==> src/rtl/axil_slave_fifo_bridge.sv <==
// axil_slave_fifo_bridge
//   AXI4-Lite slave front-end for the AXI2SDRAM controller.
//   - AW and W are captured independently, in either order. Once both are held,
//     one {addr,wdata,wstrb} write command is pushed. Out-of-window writes get
//     SLVERR and push nothing.
//   - Reads are pushed to the read-address FIFO, with up to MAX_RD_OUTSTANDING
//     reads in flight. Data returns in order from a first-word-fall-through
//     read-data FIFO. An out-of-window read waits until all earlier reads have
//     returned, then gets SLVERR with zero data.
// Ports
//   s_axil_clk / s_axil_resetn     clock, synchronous ACTIVE-HIGH reset
//   s_axil_aw*/w*/b*/ar*/r*        AXI4-Lite slave channels
//   WCMD_PUSH/WCMD_DATA/WCMD_FULL  write-command FIFO push side
//   RCMD_PUSH/RCMD_ADDR/RCMD_FULL  read-address FIFO push side
//   RDATA_POP/RDATA_IN/RDATA_EMPTY read-data FIFO pop side (FWFT)
// Optional feature (macro AXIL_BRIDGE_STATS_EN)
//   Adds STAT_CLR in, plus STAT_WR_CNT, STAT_RD_CNT and STAT_ERR_CNT
//   handshake counters.
module axil_slave_fifo_bridge #(
  parameter int unsigned           ADDR_WIDTH         = 32,
  parameter int unsigned           DATA_WIDTH         = 32,
  parameter logic [ADDR_WIDTH-1:0] ADDR_BASE          = ADDR_WIDTH'(32'h0000_0000),
  parameter logic [ADDR_WIDTH-1:0] ADDR_SIZE          = ADDR_WIDTH'(32'h0100_0000),
  parameter int unsigned           MAX_RD_OUTSTANDING = 4
) (
  input  logic                                           s_axil_clk,
  input  logic                                           s_axil_resetn,
  input  logic [ADDR_WIDTH-1:0]                          s_axil_awaddr,
  input  logic                                           s_axil_awvalid,
  output logic                                           s_axil_awready,
  input  logic [DATA_WIDTH-1:0]                          s_axil_wdata,
  input  logic [DATA_WIDTH/8-1:0]                        s_axil_wstrb,
  input  logic                                           s_axil_wvalid,
  output logic                                           s_axil_wready,
  output logic [1:0]                                     s_axil_bresp,
  output logic                                           s_axil_bvalid,
  input  logic                                           s_axil_bready,
  input  logic [ADDR_WIDTH-1:0]                          s_axil_araddr,
  input  logic                                           s_axil_arvalid,
  output logic                                           s_axil_arready,
  output logic [DATA_WIDTH-1:0]                          s_axil_rdata,
  output logic [1:0]                                     s_axil_rresp,
  output logic                                           s_axil_rvalid,
  input  logic                                           s_axil_rready,
  output logic                                           WCMD_PUSH,
  output logic [ADDR_WIDTH+DATA_WIDTH+DATA_WIDTH/8-1:0]  WCMD_DATA,
  input  logic                                           WCMD_FULL,
  output logic                                           RCMD_PUSH,
  output logic [ADDR_WIDTH-1:0]                          RCMD_ADDR,
  input  logic                                           RCMD_FULL,
  output logic                                           RDATA_POP,
  input  logic [DATA_WIDTH-1:0]                          RDATA_IN,
  input  logic                                           RDATA_EMPTY
`ifdef AXIL_BRIDGE_STATS_EN
  ,
  input  logic                                           STAT_CLR,
  output logic [31:0]                                    STAT_WR_CNT,
  output logic [31:0]                                    STAT_RD_CNT,
  output logic [15:0]                                    STAT_ERR_CNT
`endif
);

  localparam int unsigned STRB_W = DATA_WIDTH / 8;
  localparam int unsigned WCMD_W = ADDR_WIDTH + DATA_WIDTH + STRB_W;
  localparam int unsigned CNT_W  = $clog2(MAX_RD_OUTSTANDING + 1);
  localparam logic [1:0]  RESP_OKAY   = 2'b00;
  localparam logic [1:0]  RESP_SLVERR = 2'b10;

  // Window check at ADDR_WIDTH+1 bits; an address below the base wraps to a huge offset.
  function automatic logic in_window(input logic [ADDR_WIDTH-1:0] a);
    logic [ADDR_WIDTH:0] off;
    off = {1'b0, a} - {1'b0, ADDR_BASE};
    return off < {1'b0, ADDR_SIZE};
  endfunction

  // Write path state
  logic                  aw_held_q, aw_held_d;
  logic                  w_held_q, w_held_d;
  logic [ADDR_WIDTH-1:0] awaddr_q, awaddr_d;
  logic [DATA_WIDTH-1:0] wdata_q, wdata_d;
  logic [STRB_W-1:0]     wstrb_q, wstrb_d;
  logic                  awready_q, awready_d;
  logic                  wready_q, wready_d;
  logic                  bvalid_q, bvalid_d;
  logic [1:0]            bresp_q, bresp_d;
  logic                  wcmd_push_q, wcmd_push_d;
  logic [WCMD_W-1:0]     wcmd_data_q, wcmd_data_d;

  // Read path state
  logic                  arready_q, arready_d;
  logic                  rcmd_push_q, rcmd_push_d;
  logic [ADDR_WIDTH-1:0] rcmd_addr_q, rcmd_addr_d;
  logic [CNT_W-1:0]      rd_cnt_q, rd_cnt_d;
  logic                  err_pend_q, err_pend_d;
  logic                  rvalid_q, rvalid_d;
  logic [1:0]            rresp_q, rresp_d;
  logic [DATA_WIDTH-1:0] rdata_q, rdata_d;
  logic                  rdata_pop_c;

  // Write capture, issue and response
  always_comb begin
    logic wr_in_range;
    logic b_free;
    aw_held_d   = aw_held_q;
    w_held_d    = w_held_q;
    awaddr_d    = awaddr_q;
    wdata_d     = wdata_q;
    wstrb_d     = wstrb_q;
    bvalid_d    = bvalid_q;
    bresp_d     = bresp_q;
    wcmd_push_d = 1'b0;
    wcmd_data_d = wcmd_data_q;
    wr_in_range = in_window(awaddr_q);
    b_free      = ~bvalid_q | s_axil_bready;

    if (s_axil_awvalid && awready_q) begin
      aw_held_d = 1'b1;
      awaddr_d  = s_axil_awaddr;
    end
    if (s_axil_wvalid && wready_q) begin
      w_held_d = 1'b1;
      wdata_d  = s_axil_wdata;
      wstrb_d  = s_axil_wstrb;
    end
    if (bvalid_q && s_axil_bready) begin
      bvalid_d = 1'b0;
    end
    // A full command FIFO only stalls in-window writes; errors never touch it.
    if (aw_held_q && w_held_q && b_free && (!wr_in_range || !WCMD_FULL)) begin
      aw_held_d = 1'b0;
      w_held_d  = 1'b0;
      bvalid_d  = 1'b1;
      bresp_d   = wr_in_range ? RESP_OKAY : RESP_SLVERR;
      if (wr_in_range) begin
        wcmd_push_d = 1'b1;
        wcmd_data_d = {awaddr_q, wdata_q, wstrb_q};
      end
    end
    awready_d = ~aw_held_d;
    wready_d  = ~w_held_d;
  end

  // Read accept, outstanding count and in-order return
  always_comb begin
    logic ar_in_range;
    logic r_free;
    logic ar_push_pending;
    rcmd_push_d = 1'b0;
    rcmd_addr_d = rcmd_addr_q;
    err_pend_d  = err_pend_q;
    rvalid_d    = rvalid_q;
    rresp_d     = rresp_q;
    rdata_d     = rdata_q;
    rdata_pop_c = 1'b0;
    ar_in_range = in_window(s_axil_araddr);
    r_free      = ~rvalid_q | s_axil_rready;

    if (s_axil_arvalid && arready_q) begin
      if (ar_in_range) begin
        rcmd_push_d = 1'b1;
        rcmd_addr_d = s_axil_araddr;
      end else begin
        err_pend_d = 1'b1;
      end
    end
    if (rvalid_q && s_axil_rready) begin
      rvalid_d = 1'b0;
    end
    if (err_pend_q && r_free && (rd_cnt_q == '0)) begin
      rvalid_d   = 1'b1;
      rresp_d    = RESP_SLVERR;
      rdata_d    = '0;
      err_pend_d = 1'b0;
    end else if ((rd_cnt_q != '0) && !RDATA_EMPTY && r_free && !s_axil_resetn) begin
      rdata_pop_c = 1'b1;
      rdata_d     = RDATA_IN;
      rresp_d     = RESP_OKAY;
      rvalid_d    = 1'b1;
    end
    rd_cnt_d = rd_cnt_q + CNT_W'(rcmd_push_d) - CNT_W'(rdata_pop_c);

    // RCMD_FULL lags a push by a cycle, so hold off while a push is being made or presented.
    // An out-of-window AR is only offered ready when nothing is outstanding.
    ar_push_pending = rcmd_push_d | rcmd_push_q;
    arready_d = ~RCMD_FULL & (rd_cnt_d < CNT_W'(MAX_RD_OUTSTANDING)) & ~err_pend_d
              & ~ar_push_pending
              & ((rd_cnt_d == '0) | (s_axil_arvalid & ar_in_range));
  end

  always_ff @(posedge s_axil_clk) begin
    if (s_axil_resetn) begin
      aw_held_q   <= 1'b0;
      w_held_q    <= 1'b0;
      awaddr_q    <= '0;
      wdata_q     <= '0;
      wstrb_q     <= '0;
      awready_q   <= 1'b0;
      wready_q    <= 1'b0;
      bvalid_q    <= 1'b0;
      bresp_q     <= 2'b00;
      wcmd_push_q <= 1'b0;
      wcmd_data_q <= '0;
      arready_q   <= 1'b0;
      rcmd_push_q <= 1'b0;
      rcmd_addr_q <= '0;
      rd_cnt_q    <= '0;
      err_pend_q  <= 1'b0;
      rvalid_q    <= 1'b0;
      rresp_q     <= 2'b00;
      rdata_q     <= '0;
    end else begin
      aw_held_q   <= aw_held_d;
      w_held_q    <= w_held_d;
      awaddr_q    <= awaddr_d;
      wdata_q     <= wdata_d;
      wstrb_q     <= wstrb_d;
      awready_q   <= awready_d;
      wready_q    <= wready_d;
      bvalid_q    <= bvalid_d;
      bresp_q     <= bresp_d;
      wcmd_push_q <= wcmd_push_d;
      wcmd_data_q <= wcmd_data_d;
      arready_q   <= arready_d;
      rcmd_push_q <= rcmd_push_d;
      rcmd_addr_q <= rcmd_addr_d;
      rd_cnt_q    <= rd_cnt_d;
      err_pend_q  <= err_pend_d;
      rvalid_q    <= rvalid_d;
      rresp_q     <= rresp_d;
      rdata_q     <= rdata_d;
    end
  end

  assign s_axil_awready = awready_q;
  assign s_axil_wready  = wready_q;
  assign s_axil_bvalid  = bvalid_q;
  assign s_axil_bresp   = bresp_q;
  assign s_axil_arready = arready_q;
  assign s_axil_rvalid  = rvalid_q;
  assign s_axil_rresp   = rresp_q;
  assign s_axil_rdata   = rdata_q;
  assign WCMD_PUSH      = wcmd_push_q;
  assign WCMD_DATA      = wcmd_data_q;
  assign RCMD_PUSH      = rcmd_push_q;
  assign RCMD_ADDR      = rcmd_addr_q;
  // FWFT pop must coincide with the edge that captures RDATA_IN, so it is combinational.
  assign RDATA_POP      = rdata_pop_c;

`ifdef AXIL_BRIDGE_STATS_EN
  logic [31:0] stat_wr_q, stat_wr_d;
  logic [31:0] stat_rd_q, stat_rd_d;
  logic [15:0] stat_err_q, stat_err_d;

  // Handshake counters; a B and an R error in the same cycle both count.
  always_comb begin
    logic b_hs;
    logic r_hs;
    b_hs       = bvalid_q & s_axil_bready;
    r_hs       = rvalid_q & s_axil_rready;
    stat_wr_d  = stat_wr_q + 32'(b_hs);
    stat_rd_d  = stat_rd_q + 32'(r_hs);
    stat_err_d = stat_err_q + 16'(b_hs & (bresp_q == RESP_SLVERR))
                            + 16'(r_hs & (rresp_q == RESP_SLVERR));
  end

  always_ff @(posedge s_axil_clk) begin
    if (s_axil_resetn || STAT_CLR) begin
      stat_wr_q  <= '0;
      stat_rd_q  <= '0;
      stat_err_q <= '0;
    end else begin
      stat_wr_q  <= stat_wr_d;
      stat_rd_q  <= stat_rd_d;
      stat_err_q <= stat_err_d;
    end
  end

  assign STAT_WR_CNT  = stat_wr_q;
  assign STAT_RD_CNT  = stat_rd_q;
  assign STAT_ERR_CNT = stat_err_q;
`endif

endmodule

==> config.mk <==
export PLATFORM = sky130hd
export DESIGN_NAME = axil_slave_fifo_bridge
export DESIGN_NICKNAME = d
export VERILOG_FILES = /design/src/rtl/axil_slave_fifo_bridge.sv
export SDC_FILE = /design/constraint.sdc
export NUM_CORES = 1
export LEC_CHECK = 0
export CAP_MARGIN = 30
export CORE_AREA = 2 2 121 212
export CTS_CLUSTER_SIZE = 25
export DETAILED_ROUTE_END_ITERATION = 16
export DIE_AREA = 0 0 123 214
export PLACE_DENSITY_LB_ADDON = 0.05
export SETUP_SLACK_MARGIN = 0.5
export SLEW_MARGIN = 20
export SYNTH_ARGS = -nofsm -noshare
export SYNTH_HDL_FRONTEND = slang
export SYNTH_SLANG_ARGS = --single-unit
==> constraint.sdc <==
create_clock -name s_axil_clk -period 2.7 [get_ports s_axil_clk]
set_input_delay 0.405 -clock s_axil_clk [delete_from_list [all_inputs] [get_ports s_axil_clk]]
set_output_delay 0.405 -clock s_axil_clk [all_outputs]
set_load 0.05 [all_outputs]
==> reports/qor.tcl, run 1 <==
set qor(status) {completed}
set qor(clock-skew-final_ps) 14.3
set qor(detail_route.wl_per_cell_um) 16.4
set qor(die_h_um) 214
set qor(buffer_ports.inserted) 283
set qor(grt_setup_unrepaired) {true}
set qor(placementRows) 76
set qor(power_leakage_nw) 4.08
set qor(synth_top_cell_by_area) {dfxtp_1}
set qor(via_per_inst) 4.51
set qor(final_net_count) 1213
set qor(global_route_wire_length_before_repair_mm) 35.1
set qor(cts-buffers-inserted) 22
set qor(cts_hold_buffers) 0
set qor(yosysTopAreaCellShare_pct) 59.1
set qor(critical_path_sink_type) {flop}
set qor(groute.usage.overall_pct) 16.7
set qor(layout_common_cells) {clkdlybuf4s50_1 (279), nand2_1 (234), dfxtp_1 (211), a21oi_1 (108), a22o_1 (60)}
set qor(async_flop_share_pct) 0
set qor(peak_fanout_along_the_critical_path) 2
set qor(fp.dieW_um) 123
set qor(hold_viol_final) 0
set qor(netlist_area_um2) 7280
set qor(hold_removal_path_class) {input port to flop}
set qor(floorplan.core_area_um2) 24500
set qor(grt_start_max_net_pins) 66
set qor(route.final.wire_length_mm) 22.9
set qor(ratio_of_final_minimum_period_to_clock_period_pct) 88.7
set qor(ys_ff_latch) 215
set qor(dp_hpwl_mm) 14.9
set qor(post-place-cells) 1349
set qor(post_synth.cell_area_avg_um2) 9.22
set qor(vias) 6307
set qor(synth_seq_area_share_pct) 59.1
set qor(synth-main-ff-cell) {dfxtp_1}
set qor(grt_antenna_before_repair) 3
set qor(post_synth_main_area_contributors) {dfxtp_1 (59%), nand2_1 (12%), a21oi_1 (7.4%), a22o_1 (7.2%), a21oi_2 (2.3%)}
set qor(vias_in_the_first_global_route) 6345
set qor(yosysWarnings) 0
set qor(layout.cells.non_filler) 1397
set qor(root_buffer) {clkbuf_16}
set qor(cp_data_required_time_ps) 3140
set qor(initial_core_util_pct) 29.7
set qor(layout_min_cycle_time_ps) 2390
set qor(mostFrequentLayoutCell) {clkdlybuf4s50_1}
set qor(fill_cells) 2407
set qor(report.final.slew_viol_count) 0
set qor(clk_path_buf_depth) 3
set qor(grt_overflow) 0
set qor(vdd_ir_drop_max_v) 0.000486
set qor(cts.htree.levels) 1
set qor(syn_to_final_growth_pct) 57.0
set qor(syn_inst_count) 790
set qor(worst_slew_margin_rel_pct) 46.7
set qor(cap_violations) 0
set qor(holdWs_ps) 446
set qor(replace_congestion) 0.769
set qor(first_pass_iters) 4
set qor(cp_data_arrival_time_ps) 2840
set qor(tritoncts_clock_tree) {yes}
set qor(initialDrtViolationCount) 287
set qor(report.final.setup_viol) 0
set qor(synth_edf_count) 0
set qor(worst_pin_slew_ps) 793
set qor(cts_sinks) 215
set qor(timing.setup.critical_path_class) {input port to flop}
set qor(final_antenna_net_count) 0
set qor(post_route_cells_drive_above_1_share_pct) 11.4
set qor(drc) 0
set qor(boundaryPins) 286
set qor(insertion_delay_ps) 500
set qor(max_freq_mhz) 418
set qor(worst_setup_hold_path_clk_slew_ps) 70
set qor(synth.lib_cells_used.distinct) 35
set qor(power-per-cell-area_nw_per_um2) 691
set qor(die_area_um2) 26300
set qor(worst_setup_path_start_kind) {input port}
through the flow:
| stage | instance area, um2 | setup WS (ps) | utilization (%) | total power [mW] | TNS [ps] |
|---|---|---|---|---|---|
| floorplan | 7350 | -114 | - | 4.07 | -114 |
| CTS | 11300 | 319 | 46.2 | 8.01 | 0 |
| finish | 11400 | 306 | 46.6 | 7.91 | 0 |
| detailed placement | 10500 | -395 | 42.7 | 4.56 | -1460 |
| global route | 11400 | 206 | 46.6 | 8.26 | 0 |
| global placement | 10500 | -344 | 42.7 | 4.56 | -1210 |
synth_stat cells, types with 2 or more instances:
master,number
clkbuf_1,39
nand2_2,19
buf_2,7
dfxtp_1,215
buf_1,6
a31oi_1,2
or4_1,3
a21oi_2,19
nor4_1,4
buf_12,2
nor3_1,5
o21ai_0,4
and2_1,18
o21a_1,2
nor2_1,16
ha_1,2
or3_1,2
nor2b_1,4
inv_1,4
xnor2_1,2
buf_4,2
a22o_1,60
nand2_1,234
a21oi_1,108
kinds of logic after synthesis:
group / after synthesis / share of synthesized area [%]
simple gates: 307 / 17.8
flops: 215 / 59.1
compound gates: 199 / 18.1
buf+inv: 63 / 4.12
fa+ha+maj: 3 / 0.618
xor+xnor: 2 / 0.241
other cells: 1 / 0.0515
final cells by class:
cell class	instances	area [um2]	area share (%)
multi-input cells	513	2760	24.1
flip-flops and latches	215	4310	37.7
inverters	6	32.5	0.284
diodes	2	5.00	0.0438
well taps	312	390	3.41
repair buffers	310	3130	27.4
clock inverters	7	138	1.20
clock buffers	32	669	5.85
timing repair:
| action | in CTS | in global routing |
|---|---|---|
| cloned | 0 | 1 |
| buffers inserted | 2 | 4 |
| setup endpoints to repair | 12 | 58 |
| gates resized for setup | 16 | 4 |
| hold endpoints to repair | 0 | 0 |
| pin swaps | 5 | 0 |
path summary, 6_finish.rpt:
kind	cells after the start	startpoint	slack, ps	endpoint
hold / removal	3	s_axil_wdata[12]	450	wdata_q[12]$_SDFFE_PP0P_
setup / recovery	9	s_axil_araddr[27]	310	s_axil_arready$_SDFF_PP0_
hold reg to reg	2	wdata_q[3]$_SDFFE_PP0P_	450	wdata_q[3]$_SDFFE_PP0P_
setup reg to reg	11	rd_cnt_q[2]$_SDFF_PP0_	320	s_axil_arready$_SDFF_PP0_
flip-flops by register name (all words and copies together), names as in the netlist, 3 cells and up:
| name | count |
|---|---|
| rd_cnt_q | 3 |
| wdata_q | 32 |
| RCMD_ADDR | 32 |
| wstrb_q | 4 |
| s_axil_rdata | 32 |
| awaddr_q | 32 |
| WCMD_DATA | 68 |
report_power, final:
group,switching (mW),internal (mW)
combinational,0.649,0.510
sequential,0.0789,3.31
clock,1.27,2.10
worst max-delay path: stages:
cell,delay [ps]
clkdlybuf4s50_1,420
or4_4,540
or3_4,380
inv_8,70
ha_4,120
fa_1,410
nor2_1,130
a21boi_2,170
o2111a_1,190
routing by layer:
| metal | up-vias | part of all wire [%] | global-route usage, % |
|---|---|---|---|
| li1 | 3195 | - | - |
| met1 | 2892 | 39 | 18.8 |
| met2 | 189 | 51 | 29.7 |
| met3 | 29 | 8.2 | 5.70 |
| met4 | 2 | 1.8 | 4.24 |
| met5 | - | 0.048 | 0 |
Note: power is estimated with default switching activity, not from simulation.
==> run 2: changes to the inputs <==
==> constraint.sdc (replaced) <==
create_clock -name s_axil_clk -period 2.7 [get_ports s_axil_clk]
set_input_delay 0.405 -clock s_axil_clk [delete_from_list [all_inputs] [get_ports s_axil_clk]]
set_output_delay 0.405 -clock s_axil_clk [all_outputs]
set_load 0.1 [all_outputs]
==> reports/qor.tcl, run 2 (synthesized netlist as in run 1, its figures left out) <==
set qor(drc) 0 ;# unchanged
set qor(groute.usage.overall_pct) 16.9 ;# +0.14 points
set qor(clock-skew-final_ps) 10.4 ;# -3.97 ps
set qor(placementRows) 76 ;# unchanged
set qor(grt_start_max_net_pins) 71 ;# +7.6%
set qor(final_antenna_net_count) 0 ;# unchanged
set qor(postLayoutCoreUtil_pct) 45.2 ;# -1.4 points
set qor(post-place-cells) 1352 ;# +0.22%
set qor(root_buffer) {clkbuf_16}
set qor(ratio_of_final_minimum_period_to_clock_period_pct) 89.6 ;# +0.89 points
set qor(hold_viol_final) 0 ;# unchanged
set qor(floorplan.core_area_um2) 24500 ;# unchanged
set qor(cts.htree.levels) 1 ;# unchanged
set qor(worst_setup_hold_path_clk_slew_ps) 60 ;# about the same
set qor(critical_path_sink_type) {flop}
set qor(grt_antenna_before_repair) 2 ;# -1
set qor(critical_path.top_delay_family) {simple AND/OR/NAND/NOR gates}
set qor(largest_register_ffs) 68 ;# unchanged
set qor(global_route_wire_length_before_repair_mm) 35.4 ;# +0.97%
set qor(route.final.wire_length_mm) 22.7 ;# -0.53%
set qor(status) {completed}
set qor(syn_to_final_growth_pct) 52.2
set qor(worst_slew_margin_rel_pct) 43.2 ;# -3.5 points
set qor(insertion_delay_ps) 500 ;# about the same
set qor(cts_hold_buffers) 0 ;# unchanged
set qor(power-per-cell-area_nw_per_um2) 722 ;# +4.4%
set qor(die_h_um) 214 ;# unchanged
set qor(final_net_count) 1217 ;# +0.33%
set qor(layout_common_cells) {nand2_1 (234), dfxtp_1 (209), buf_4 (165), clkdlybuf4s50_1 (138), a21oi_1 (108)}
set qor(grt_overflow) 0 ;# unchanged
set qor(initialDrtViolationCount) 201 ;# -30%
set qor(worst_pin_slew_ps) 852 ;# +58.3 ps
set qor(worst_setup_path_start_kind) {input port}
set qor(via_per_inst) 4.55 ;# +0.81%
set qor(power.combinational.fraction_pct) 17.7 ;# +3.1 points
set qor(crit_path_top_delay_cell) {or4_4}
set qor(critical_path.max_stage_delay_ps) 490 ;# -50 ps
set qor(vdd_ir_drop_max_v) 0.000546 ;# +12%
set qor(layout_min_cycle_time_ps) 2420 ;# +24.1 ps
set qor(cts-buffers-inserted) 22 ;# unchanged
set qor(peak_fanout_along_the_critical_path) 2 ;# unchanged
set qor(replace_congestion) 0.751 ;# -2.4%
set qor(fill_cells) 2509 ;# +4.2%
set qor(tritoncts_clock_tree) {yes}
set qor(timing.setup.critical_path_class) {input port to flop}
set qor(buffer_ports.inserted) 283 ;# unchanged
set qor(cp_data_required_time_ps) 3130 ;# about the same
set qor(totalPowerFinal_mw) 8.00 ;# +1.2%
set qor(cts_sinks) 215 ;# unchanged
set qor(path_cells) {clkdlybuf4s50_1 -> or4_4 -> or3_4 -> inv_8 -> ha_4 -> fa_2 -> nor2_2 -> a21boi_2 -> o2111a_1}
set qor(boundaryPins) 286 ;# unchanged
set qor(grt_setup_unrepaired) {true}
set qor(report.final.setup_viol) 0 ;# unchanged
set qor(max_freq_mhz) 414 ;# -1.0%
set qor(cp_data_arrival_time_ps) 2850 ;# about the same
set qor(report.final.slew_viol_count) 0 ;# unchanged
set qor(dp_hpwl_mm) 15.2 ;# +1.9%
set qor(detail_route.wl_per_cell_um) 16.2 ;# -0.89%
set qor(vias) 6381 ;# +1.2%
set qor(final.setup.tns_ps) 0 ;# unchanged
set qor(power_report.internal_total_mw) 5.72 ;# -3.3%
set qor(first_pass_iters) 5 ;# +1
set qor(die_area_um2) 26300 ;# unchanged
set qor(hold_removal_path_class) {input port to flop}
set qor(mostFrequentLayoutCell) {nand2_1}
set qor(setup_ws_ps) 282 ;# -24.1 ps
set qor(clk_path_buf_depth) 3 ;# unchanged
set qor(switchingPower_mw) 2.28 ;# +14%
set qor(layout.cells.non_filler) 1402 ;# +0.36%
set qor(vias_in_the_first_global_route) 6580 ;# +3.7%
set qor(power.share.clock_pct) 39.9 ;# -2.6 points
set qor(sequentialPowerShare_pct) 42.4 ;# -0.4 points
set qor(post_route_cells_drive_above_1_share_pct) 25.2 ;# +14 points
set qor(switching_share_pct) 28.5 ;# +3.3 points
set qor(fp.dieW_um) 123 ;# unchanged
set qor(power_leakage_nw) 4.38 ;# +7.6%
set qor(cp_num_buf_inv) 2 ;# unchanged
set qor(dp_slack_ps) -450 ;# -55.1 ps
set qor(initial_core_util_pct) 29.7 ;# unchanged
set qor(cap_violations) 0 ;# unchanged
## run 2: cell count changes in the layout (fill, tap and decap cells not counted), sizes merged
| cell | previous run | this run |
|---|---|---|
| clkinv | 2 | 10 |
| clkdlybuf4s50 | 279 | 138 |
| clkbuf | 33 | 28 |
| clkinvlp | 1 | 0 |
| buf | 28 | 173 |
| bufinv | 4 | 3 |
## run 2: worst min-delay path, stage by stage
cell	delay, ps
clkdlybuf4s50_1	400
nand2_1	50
a21oi_1	50
## run 2: metrics by stage
stage / area (um2) / hold WS [ps]
floorplan: 7360 / 436
global placement: 10200 / 441
detailed placement: 10200 / 446
CTS: 11000 / 429
global route: 11100 / 439
finish: 11100 / 448
## run 2: timing repair
action | CTS | global route
endpoints found under the setup margin | 12 | 12
setup buffers | 3 | 4
cloned | 0 | 1
resized for setup | 15 | 7
pin swaps | 5 | 1
## run 2: final cells by class
| type | count | area (um2) | share of cell area, % |
|---|---|---|---|
| Antenna cell | 2 | 5.00 | 0.0452 |
| Clock buffer | 27 | 621 | 5.60 |
| Clock inverter | 13 | 141 | 1.28 |
| Inverter | 6 | 35.0 | 0.316 |
| Multi-Input combinational cell | 513 | 2760 | 24.9 |
| Sequential cell | 215 | 4310 | 38.9 |
| Tap cell | 312 | 390 | 3.52 |
| Timing Repair Buffer | 314 | 2810 | 25.4 |
## run 2: worst paths after layout
kind | from | end | slack (ps) | cells past startpoint
max | s_axil_araddr[25] | s_axil_arready$_SDFF_PP0_ | 280 | 9
min | s_axil_awaddr[22] | awaddr_q[22]$_SDFFE_PP0P_ | 450 | 3
max reg2reg | rd_cnt_q[2]$_SDFF_PP0_ | s_axil_arready$_SDFF_PP0_ | 290 | 11
min reg2reg | awaddr_q[23]$_SDFFE_PP0P_ | awaddr_q[23]$_SDFFE_PP0P_ | 450 | 2
## run 2: routing by layer
| layer | track usage [%] | up-vias | routed length [um] |
|---|---|---|---|
| met5 | 0 | - | 0 |
| met4 | 4.32 | 0 | 441 |
| met3 | 4.66 | 26 | 1720 |
| met2 | 31.0 | 200 | 12000 |
| met1 | 18.6 | 2966 | 8580 |
| li1 | - | 3189 | - |
## run 2: power by group through the flow
stage	combinational [mW]	clock (mW)	sequential (mW)
floorplan	0.404	0	3.94
global placement	1.36	0	3.46
detailed placement	1.36	0	3.46
CTS	1.40	3.32	3.39
global route	1.51	3.45	3.41
finish	1.42	3.20	3.39
==> run 3: changes to the inputs <==
--- a/config.mk
+++ b/config.mk
@@ -11,6 +11,7 @@
 export DETAILED_ROUTE_END_ITERATION = 16
 export DIE_AREA = 0 0 123 214
 export PLACE_DENSITY_LB_ADDON = 0.05
+export REMOVE_ABC_BUFFERS = 1
 export SETUP_SLACK_MARGIN = 0.5
 export SLEW_MARGIN = 20
 export SYNTH_ARGS = -nofsm -noshare
==> reports/qor.tcl, run 3 (synthesized netlist as in run 1, its figures left out) <==
set qor(status) {completed}
set qor(crit_path_top_delay_cell) {or4_4}
set qor(grt_setup_unrepaired) {true}
set qor(syn_to_final_growth_pct) 53.5
set qor(via_per_inst) 4.52 ;# -0.63%
set qor(critical_path.max_stage_delay_ps) 500 ;# about the same
set qor(worst_setup_path_start_kind) {flop}
set qor(final.setup.tns_ps) 0 ;# unchanged
set qor(hold_removal_path_class) {input port to flop}
set qor(clk_path_buf_depth) 3 ;# unchanged
set qor(grt_antenna_before_repair) 0 ;# -2
set qor(detail_route.wl_per_cell_um) 15.8 ;# -2.6%
set qor(root_buffer) {clkbuf_16}
set qor(sequential_cell_area_um2) 4310 ;# about the same
set qor(grt_start_max_net_pins) 66 ;# -7.0%
set qor(insertion_delay_ps) 500 ;# about the same
set qor(placementRows) 76 ;# unchanged
set qor(final_antenna_net_count) 0 ;# unchanged
set qor(ratio_of_final_minimum_period_to_clock_period_pct) 88.3 ;# -1.3 points
set qor(critical_path.most_common_cell) {ha_4}
set qor(initialDrtViolationCount) 216 ;# +7.5%
set qor(route.final.wire_length_mm) 22.1 ;# -2.9%
set qor(layout.cells.non_filler) 1398 ;# -0.29%
set qor(tritoncts_clock_tree) {yes}
set qor(worst_pin_slew_ps) 869 ;# +17.5 ps
set qor(layout_common_cells) {nand2_1 (234), dfxtp_1 (211), buf_4 (164), clkdlybuf4s50_1 (134), a21oi_1 (108)}
set qor(post-place-cells) 1347 ;# -0.37%
set qor(buffer_ports.inserted) 283 ;# unchanged
set qor(cp_data_required_time_ps) 3090 ;# -40 ps
set qor(groute.usage.overall_pct) 16.2 ;# -0.63 points
set qor(cts_sinks) 215 ;# unchanged
set qor(post_route_cells_drive_above_1_share_pct) 24.8 ;# -0.41 points
set qor(layout_min_cycle_time_ps) 2380 ;# -34.4 ps
set qor(multiInputGateArea_um2) 2770 ;# +0.14%
set qor(postLayoutCoreUtil_pct) 45.6 ;# +0.41 points
set qor(max_freq_mhz) 419 ;# +1.4%
set qor(initial_core_util_pct) 29.7 ;# unchanged
set qor(cp_num_buf_inv) 2 ;# unchanged
set qor(critical_path.top_delay_family) {adder cells}
set qor(global_route_wire_length_before_repair_mm) 34.4 ;# -2.9%
set qor(cts.htree.levels) 1 ;# unchanged
set qor(power-per-cell-area_nw_per_um2) 754 ;# +4.5%
set qor(die_area_um2) 26300 ;# unchanged
set qor(cts-buffers-inserted) 22 ;# unchanged
set qor(fill_cells) 2423 ;# -3.4%
set qor(die_h_um) 214 ;# unchanged
set qor(vdd_ir_drop_max_v) 0.000668 ;# +22%
set qor(vias) 6323 ;# -0.91%
set qor(grt_overflow) 0 ;# unchanged
set qor(replace_congestion) 0.754 ;# +0.43%
set qor(report.final.slew_viol_count) 0 ;# unchanged
set qor(drc) 0 ;# unchanged
set qor(first_pass_iters) 4 ;# -1
set qor(peak_fanout_along_the_critical_path) 3 ;# +1
set qor(final_net_count) 1215 ;# -0.16%
set qor(setup_ws_ps) 316 ;# +34.4 ps
set qor(worst_slew_margin_rel_pct) 42.1 ;# -1.2 points
set qor(floorplan.core_area_um2) 24500 ;# unchanged
set qor(dp_hpwl_mm) 14.5 ;# -4.5%
set qor(cts_hold_buffers) 0 ;# unchanged
set qor(dp_slack_ps) -361 ;# +89.5 ps
set qor(antenna-diode-count) 0 ;# -2
set qor(report.final.setup_viol) 0 ;# unchanged
set qor(path_cells) {nor3_4 -> or4_4 -> clkinv_4 -> ha_4 -> inv_2 -> ha_4 -> fa_1 -> nor2_2 -> a31oi_1 -> nor2_1 -> o2111a_1}
set qor(hold_viol_final) 0 ;# unchanged
set qor(worst_setup_hold_path_clk_slew_ps) 60 ;# about the same
set qor(timing.setup.critical_path_class) {flop to flop}
set qor(cap_violations) 0 ;# unchanged
set qor(mostFrequentLayoutCell) {nand2_1}
set qor(power_leakage_nw) 4.46 ;# +1.6%
set qor(fp.dieW_um) 123 ;# unchanged
set qor(cp_data_arrival_time_ps) 2770 ;# -80 ps
set qor(largest_register_ffs) 68 ;# unchanged
set qor(vias_in_the_first_global_route) 6273 ;# -4.7%
set qor(critical_path_sink_type) {flop}
set qor(clock-skew-final_ps) 14.0 ;# +3.63 ps
set qor(boundaryPins) 286 ;# unchanged
-- run 3: cell count changes in the layout (fill, tap and decap cells not counted), moves of 2 or more --
cell and delta:
dlymetal6s2s_1 +5, clkinv_2 -7, clkinv_4 +2, diode_2 -2
dfxtp_1 +2, bufinv_16 +4, clkdlybuf4s50_1 -4, dfxtp_2 -2
-- run 3: final cells by class --
| class | count | share of cell area, % |
|---|---|---|
| flip-flops and latches | 215 | 38.6 |
| repair buffers | 312 | 25.0 |
| multi-input cells | 513 | 24.7 |
| clock buffers | 28 | 5.67 |
| well taps | 312 | 3.49 |
| clock inverters | 12 | 2.19 |
| inverters | 6 | 0.313 |
-- run 3: worst reg2reg max path: stages (launching register included) --
cell and delay, ps:
dfxtp_2 360, nor3_4 60, or4_4 510, clkinv_4 80, ha_4 120, inv_2 40
ha_4 140, fa_1 500, nor2_2 60, a31oi_1 140, nor2_1 60, o2111a_1 220
-- run 3: worst paths after layout --
path	startpoint	end	slack (ps)	cells after the start
hold reg to reg	awaddr_q[11]$_SDFFE_PP0P_	awaddr_q[11]$_SDFFE_PP0P_	450	2
setup / recovery	rd_cnt_q[2]$_SDFF_PP0_	s_axil_arready$_SDFF_PP0_	320	11
setup reg to reg	rd_cnt_q[2]$_SDFF_PP0_	s_axil_arready$_SDFF_PP0_	320	11
hold / removal	s_axil_rready	s_axil_rvalid$_SDFFE_PP0P_	340	3
-- run 3: timing repair --
action,CTS,global route
pin swaps,4,9
resized for setup,11,22
setup buffers,1,9
cloned,0,1
endpoints found under the setup margin,12,12
-- run 3: routing by layer --
| layer | vias up | wire [um] | track usage, % |
|---|---|---|---|
| met1 | 2898 | 8770 | 19.2 |
| met2 | 211 | 11000 | 28.1 |
| li1 | 3187 | - | - |
| met4 | 0 | 443 | 4.24 |
| met3 | 27 | 1860 | 5.03 |
| met5 | - | 0 | 0 |
-- run 3: power breakdown --
group	switching, mW	total, mW	internal [mW]
sequential	0.0790	3.39	3.31
clock	1.29	3.63	2.34
combinational	0.927	1.42	0.496
total	2.30	8.44	6.14
-- run 3: per-stage QoR --
step	total power [mW]	area [um2]	hold WS (ps)
CTS	8.50	11000	423
global route	8.80	11200	355
floorplan	4.27	7020	430
detailed placement	4.80	10100	446
finish	8.44	11200	340
global placement	4.80	10100	442
